==> src/rtl/univ_shift_pkg.sv <==
// Shared definitions for the universal shift register: operation mode encodings.
package univ_shift_pkg;

   typedef enum logic [1:0] {
      MODE_HOLD = 2'b00,
      MODE_SHR  = 2'b01,
      MODE_SHL  = 2'b10,
      MODE_LOAD = 2'b11
   } mode_e;

endpackage

==> src/rtl/shift_fill_cnt.sv <==
// Saturating count of valid bits held in the shift register, plus the full flag.
module shift_fill_cnt #(
   parameter  int WIDTH = 8,
   localparam int FW    = $clog2(WIDTH + 1)
) (
   input  logic          clk,
   input  logic          rst,
   input  logic          inc,
   input  logic          load,
   output logic [FW-1:0] fill,
   output logic          full
);

   localparam logic [FW-1:0] FULL_VAL = FW'(WIDTH);

   logic [FW-1:0] fill_r;

   // Fill counter: load sets it to WIDTH, shifts count up and stop at WIDTH.
   always_ff @(posedge clk) begin
      if (rst) begin
         fill_r <= {FW{1'b0}};
      end else if (load) begin
         fill_r <= FULL_VAL;
      end else if (inc && (fill_r != FULL_VAL)) begin
         fill_r <= fill_r + {{(FW-1){1'b0}}, 1'b1};
      end else begin
         fill_r <= fill_r;
      end
   end

   assign fill = fill_r;
   assign full = (fill_r == FULL_VAL);

endmodule

==> src/rtl/univ_shift_reg.sv <==
// Universal shift register: hold, shift right/left with serial in/out, parallel load,
// with a fill tracker so that only bits shifted in (or loaded) are reported valid on exit.
module univ_shift_reg
   import univ_shift_pkg::*;
#(
   parameter  int WIDTH = 8,
   localparam int FW    = $clog2(WIDTH + 1)
) (
   input  logic             clk,
   input  logic             rst,
   input  logic             en,
   input  logic [1:0]       mode,
   input  logic             din_r,
   input  logic             din_l,
   input  logic [WIDTH-1:0] pdin,
   output logic [WIDTH-1:0] pout,
   output logic             sout,
   output logic             sout_vld,
   output logic [FW-1:0]    fill,
   output logic             full
);

   logic [WIDTH-1:0] data_r;
   logic             sout_r;
   logic             vld_r;
   logic             inc_s;
   logic             load_s;
   logic             full_s;

   // Decode which fill-counter action this cycle's operation requests.
   always_comb begin
      inc_s  = 1'b0;
      load_s = 1'b0;
      if (en) begin
         case (mode)
            MODE_SHR:  inc_s  = 1'b1;
            MODE_SHL:  inc_s  = 1'b1;
            MODE_LOAD: load_s = 1'b1;
            default: begin
               inc_s  = 1'b0;
               load_s = 1'b0;
            end
         endcase
      end else begin
         inc_s  = 1'b0;
         load_s = 1'b0;
      end
   end

   // Data path; sout_vld reflects whether the register was full before this shift.
   always_ff @(posedge clk) begin
      if (rst) begin
         data_r <= {WIDTH{1'b0}};
         sout_r <= 1'b0;
         vld_r  <= 1'b0;
      end else if (en) begin
         case (mode)
            MODE_SHR: begin
               data_r <= {din_r, data_r[WIDTH-1:1]};
               sout_r <= data_r[0];
               vld_r  <= full_s;
            end
            MODE_SHL: begin
               data_r <= {data_r[WIDTH-2:0], din_l};
               sout_r <= data_r[WIDTH-1];
               vld_r  <= full_s;
            end
            MODE_LOAD: begin
               data_r <= pdin;
               vld_r  <= 1'b0;
            end
            default: begin
               vld_r  <= 1'b0;
            end
         endcase
      end else begin
         vld_r <= 1'b0;
      end
   end

   shift_fill_cnt #(.WIDTH(WIDTH)) u_fill_cnt (
      .clk  (clk),
      .rst  (rst),
      .inc  (inc_s),
      .load (load_s),
      .fill (fill),
      .full (full_s)
   );

   assign pout     = data_r;
   assign sout     = sout_r;
   assign sout_vld = vld_r;
   assign full     = full_s;

endmodule

==> config.mk <==
export PLATFORM = sky130hd
export DESIGN_NAME = univ_shift_reg
export DESIGN_NICKNAME = d
export VERILOG_FILES = /design/src/rtl/univ_shift_pkg.sv /design/src/rtl/shift_fill_cnt.sv /design/src/rtl/univ_shift_reg.sv
export SDC_FILE = /design/constraint.sdc
export NUM_CORES = 1
export LEC_CHECK = 0
export CAP_MARGIN = 15
export CELL_PAD_IN_SITES_DETAIL_PLACEMENT = 1
export CELL_PAD_IN_SITES_GLOBAL_PLACEMENT = 1
export CORE_MARGIN = 2
export CORE_UTILIZATION = 32
export CTS_BUF_LIST = sky130_fd_sc_hd__clkbuf_4
export DETAILED_ROUTE_END_ITERATION = 10
export PLACE_DENSITY_LB_ADDON = 0.25
export SYNTH_ARGS = -nofsm -noshare
export SYNTH_HDL_FRONTEND = slang
export SYNTH_HIERARCHICAL = 1
export SYNTH_SLANG_ARGS = --single-unit
==> constraint.sdc <==
create_clock -name clk -period 2.5 [get_ports clk]
set_input_delay 0.375 -clock clk [delete_from_list [all_inputs] [get_ports clk]]
set_output_delay 0.375 -clock clk [all_outputs]
set_load 0.01 [all_outputs]
==> After elaboration in Yosys (flattened, before gate mapping) <==
Cells that the tools add are included.
{ "op_classes": {"shift": 0, "mux": 8, "magnitude_cmp": 0, "bitwise": 2, "mul": 0, "div_mod_pow": 0, "n_reduce_logical": 9, "addsub": 1, "eq_ne": 5} }
{ "ops": {"columns": ["operator", "n"], "rows": [
  ["$pmux 8 s3", 1],
  ["$mux 4", 2],
  ["$add 4x1->4 const B", 1],
  ["$eq 2x2->1 const B", 2],
  ["$eq 4x4->1 const B", 1],
  ["$mux 1", 4],
  ["$ne 4x4->1 const B", 1],
  ["$reduce_and 2->1", 2],
  ["$reduce_bool 2->1", 2],
  ["$reduce_or 2->1", 2],
  ["$reduce_bool 3->1", 1],
  ["$reduce_or 3->1", 1],
  ["$eq 2x1->1 const B", 1],
  ["$not 1->1", 2],
  ["$pmux 1 s2", 1],
  ["$logic_and 1x1->1", 1]
]} }
{ "totals": {"word_cells": 30, "mem_bits_rw": 0, "rom_bits": 0, "register_bits": 14, "memories": 0, "latchBits": 0} }

==> Depth between registers and ports, before layout <==
{ "logic_depth": {"ltp_word": 7, "mapped_depth": 7, "mapped_depth_nobuf": 6} }

==> Hierarchy <==
Netlist, hierarchy kept.
{ "by_module_without_submodules": {"columns": ["module", "instances", "cells_per_inst", "seq_area_each_um2", "area_per_inst_um2"], "rows": [
  ["univ_shift_reg", 1, 60, 200.2, 570.5],
  ["shift_fill_cnt", 1, 25, 80.1, 211.5]
]} }

==> Least setup slack after synthesis <==
No wires, ideal clock.
{ "synth_timing": {"kind": "input to register", "from": "input mode[0]", "to": "register u_fill_cnt.fill_r[2] (netlist: u_fill_cnt/fill[2])", "t_required_ps": 2430, "path_slack_ps": 1110, "path_stages": 6, "arrival_time_ps": 1320, "n_path_buf": 0, "path_cell_list": "inv_1 > ha_1 > and2_1 > nand2_1 > or3_1 > a21boi_1"} }
{ "synth_between": {"elab_chain_cells": 5, "word_cells_on_any_way": 10, "cone_classes": "3 x eq/ne; 4 x mux; 3 x reduce/logical"} }
{ "synth_lines": {"columns": ["item", "line_no", "source"], "rows": [
  ["from (decl)", "univ_shift_reg.sv:12", "input logic [1:0] mode,"],
  ["$eq 2x2->1 or $eq 2x1->1 (tied branches)", "univ_shift_reg.sv:35", "case (mode)"],
  ["$reduce_or 2->1 (no line) *", null, null],
  ["$mux 1 *", "univ_shift_reg.sv:35", null],
  ["$mux 1 *", "univ_shift_reg.sv:34", "if (en) begin"],
  ["net inc_s", "univ_shift_reg.sv:26", "logic inc_s;"],
  ["$logic_and 1x1->1 *", "shift_fill_cnt.sv:24", "end else if (inc && (fill_r != FULL_VAL)) begin"],
  ["to (signal assigned)", "shift_fill_cnt.sv:21", "fill_r <= {FW{1'b0}};"],
  ["to (signal assigned)", "shift_fill_cnt.sv:25", "fill_r <= fill_r + {{(FW-1){1'b0}}, 1'b1};"],
  ["to (signal assigned)", "shift_fill_cnt.sv:27", "fill_r <= fill_r;"],
  ["to (decl)", "shift_fill_cnt.sv:16", "logic [FW-1:0] fill_r;"]
]} }
Mark *: on every way through the listed nets, which the timed path passes. The rest lies on a longest branch.
A chain may end at the register's enable or synchronous reset.

==> Worst setup path in the final report <==
{ "layout_timing": {"from": "register u_fill_cnt.fill_r[0] (netlist: u_fill_cnt/fill[0])", "to": "output full"} }
{ "layout_between": {"elab_chain_cells": 1} }
{ "layout_lines": {"columns": ["item", "line_no", "source"], "rows": [
  ["$eq 4x4->1", "shift_fill_cnt.sv:32", "assign full = (fill_r == FULL_VAL);"],
  ["to (decl)", "univ_shift_reg.sv:20", "output logic full"]
]} }
Every way passes these cells.

==> summary.md <==
| Metric | Value |
|---|---|
| Crit path depth | 4 |
| First-pass GRT wire length | around 3200 um |
| Number of buffers created by CTS | 3 |
| Number of port buffers | 29 |
| Die W | roughly 53 um |
| Leading post-synthesis cells by instance count | 14 x dfxtp_1, 14 x nand2_1, 8 x a22oi_1, 8 x nor2_1, 6 x a311oi_1 |
| Vias in the first global route | ~700 |
| Setup TNS | 0 ns |
| Setup Skew | 0.000987 ns |
| Core ar. | ~2300 um^2 |
| Gr ovfl total | 0 |
| Via-per-instance ratio | slightly above 5 |
| GPL Wtd Cong | ~0.72 |
| Critical path, cell by cell | inv_1 -> ha_1 -> and3b_1 -> clkdlybuf4s50_1 |
| CTS resizes | 0 |
| Static Leak | slightly above 0.4 nW |
| Post-CTS Setup Bufs | 0 |
| Hold depth | 2 |
| R2R Path End | u_fill_cnt/fill[2] |
| Antenna-violating nets left | 0 |
| Hold crit path type | reg2reg |
| Antenna violations before repair | 0 |
| Root Buffer | clkbuf_4 |
| Area of the mapped netlist | approximately 780 um^2 |
| PD cells | 478 nW/um^2 |
| CP max FO | 5 |
| Row count | 17 |
| Slew at the pin closest to its max-slew limit | between 0.5 and 0.6 ns |
| Buf+Inv Stages, Crit Path | 2 |
| Ports | 30 |
| CTS tree | done |
| Crit-path leading delay family | buffers and inverters |
| Syn Nets | 105 |
| Hold EP | sout |
| Share of cells above drive strength 1 | 0.0708 |
| Slew headroom | 0.610 |
| Crit. End Element | output pin |
| Max VDD drop | between 0.2 and 0.3 mV |
| Clk sinks | 14 |
| Fin Hold WS | around 0.5 ns |
| Synth warn | 6 |
| Max clock buf depth | 2 |
| Required time of the critical path | 2.12 ns |
| Area growth syn-to-layout | 38.9% |
| Final Cycle Share | 0.816 |
| Placed Instance Area | between 1000 and 1500 um^2 |
| Fin crit period | around 2 ns |
| Worst path max stage delay | roughly 0.49 ns |
| R2r worst-path depth | 5 |
| Area share of the largest cell type after synthesis | 0.358 |
| Height of the die | ~53 um |
| Status | finished, final reports clean |
| Top cells by area, synth | dfxtp_1 36%, ha_1 8.0%, a22oi_1 7.7% |
| Final Hold Viols | 0 |
| Synth Instances | 85 |
| Worst path arrival time | ~1.7 ns |
| Clock-pin slew on the worst setup and hold paths | 0.09 ns |
| RSZ-0062 raised after global routing | false |
| Max Fclk | 490 MHz |
| # Max-Cap Violations | 0 |
| Number of synthesized flops with an enable pin | 0 |
| Crit start category | flop |
| Synth async-reset ratio | 0 |
| WS Path Type | reg2out |
| R2r setup slk | ~1.1 ns |
| Main synth FF type | dfxtp_1 |
| Die area | 2860 um^2 |
| DRC | 0 |
| Final HPWL DP | ~1500 um |
| Largest net degree at the start of global routing | 17 |
| Via count | about 700 |
| Slowest stage cell, crit path | clkdlybuf4s50_1 |
| DRT Pass-1 Iters | 4 |
| DR WL/cell | between 10 and 15 um |
| CTS H-tree lvls | 1 |
| Ant diodes | 0 |
| Hold buffer count at CTS | 0 |
| Slew Limit Fails | 0 |
| Syn Area/Cell | around 9.2 um^2 |
| Min-delay src | sout |
| Routed WL | roughly 2000 um |
| Synth area leader | dfxtp_1 |
| Clk_lat worst skew | ~0.28 ns |
| Netlist cell types | 26 |
| GRT Total Usage | 0.159 |
| Final instance area | approximately 1100 um^2 |
| Inst Count DP | 137 |
| Effective utilization at floorplan | 0.347 |
| R2R Path Start | u_fill_cnt/fill[0] |
| Final nets | roughly 130 |
| Post-synthesis sequential area ratio | 0.358 |
| Initial DRC Count | 8 |
| Synth Register Bits | 14 |
| Final setup violation count | 0 |
| Final cell count without fillers | 141 |
kinds of logic after synthesis:
kind of cell / Yosys count / synth area share
buf+inv: 10 / 0.0848
simple gates: 33 / 0.219
xor+xnor: 1 / 0.0112
mux: 3 / 0.0384
compound gates: 19 / 0.208
fa+ha+maj: 5 / 0.0800
flops: 14 / 0.358
sequential cells by signal, indices dropped and copies added, names as in the netlist:
register and cells:
u_fill_cnt/fill 4, sout 1, sout_vld 1, pout 8
per-stage QoR:
stage | worst slack [ns] | power, W | utilization
finish | 0.460 | 0.000519 | 0.482
CTS | 0.442 | 0.000527 | 0.482
floorplan | 1.11 | 0.000327 | -
global placement | 0.439 | 0.000384 | 0.470
detailed placement | 0.364 | 0.000389 | 0.470
global route | 0.351 | 0.000553 | 0.482
cell type report:
cell class	count	area (um^2)
fill	271	1170
clock inverter	1	3.75
timing repair buffer	29	290
sequential	14	280
tap	28	35.0
inverter	5	18.8
clock buffer	3	22.5
multi-input combinational	61	435
worst max path at each step:
| stage | startpoint | endpoint | slack (ns) |
|---|---|---|---|
| after global placement | mode[0] | pout[2] | 0.44 |
| after detailed placement | mode[1] | pout[6] | 0.36 |
| after global routing | u_fill_cnt/fill[0] | full | 0.35 |
| final | u_fill_cnt/fill[0] | full | 0.46 |
| after floorplan | mode[0] | u_fill_cnt/fill[2] | 1.11 |
| after CTS | u_fill_cnt/fill[0] | full | 0.44 |
cell usage in the layout, fill, tap and decap left out, drive strengths merged, types with 2 or more instances in the layout:
master          n
nand2          14
inv             5
and2            2
ha              5
mux2i           3
a311oi          8
clkdlybuf4s50  29
and3b           2
dfxtp          14
clkbuf          3
nor2           11
a22oi           8
power by group:
part	total, W	switching, W	internal [W]
clock	0.000137	0.0000789	0.0000580
sequential	0.000253	0.0000153	0.000238
combinational	0.000129	0.0000588	0.0000706
total	0.000519	0.000153	0.000366
per-layer routing:
metal | global-route usage | wire [um]
met2 | 0.237 | 899
met4 | 0.0897 | 36
met1 | 0.214 | 970
met5 | 0 | 0
met3 | 0.0254 | 93
tightest hold or removal path, cell delays in order, from the launching register on:
cell	delay (ns)
dfxtp_1	0.32
nor2_1	0.10
a211oi_1	0.05
(Power assumes the default switching activity.)
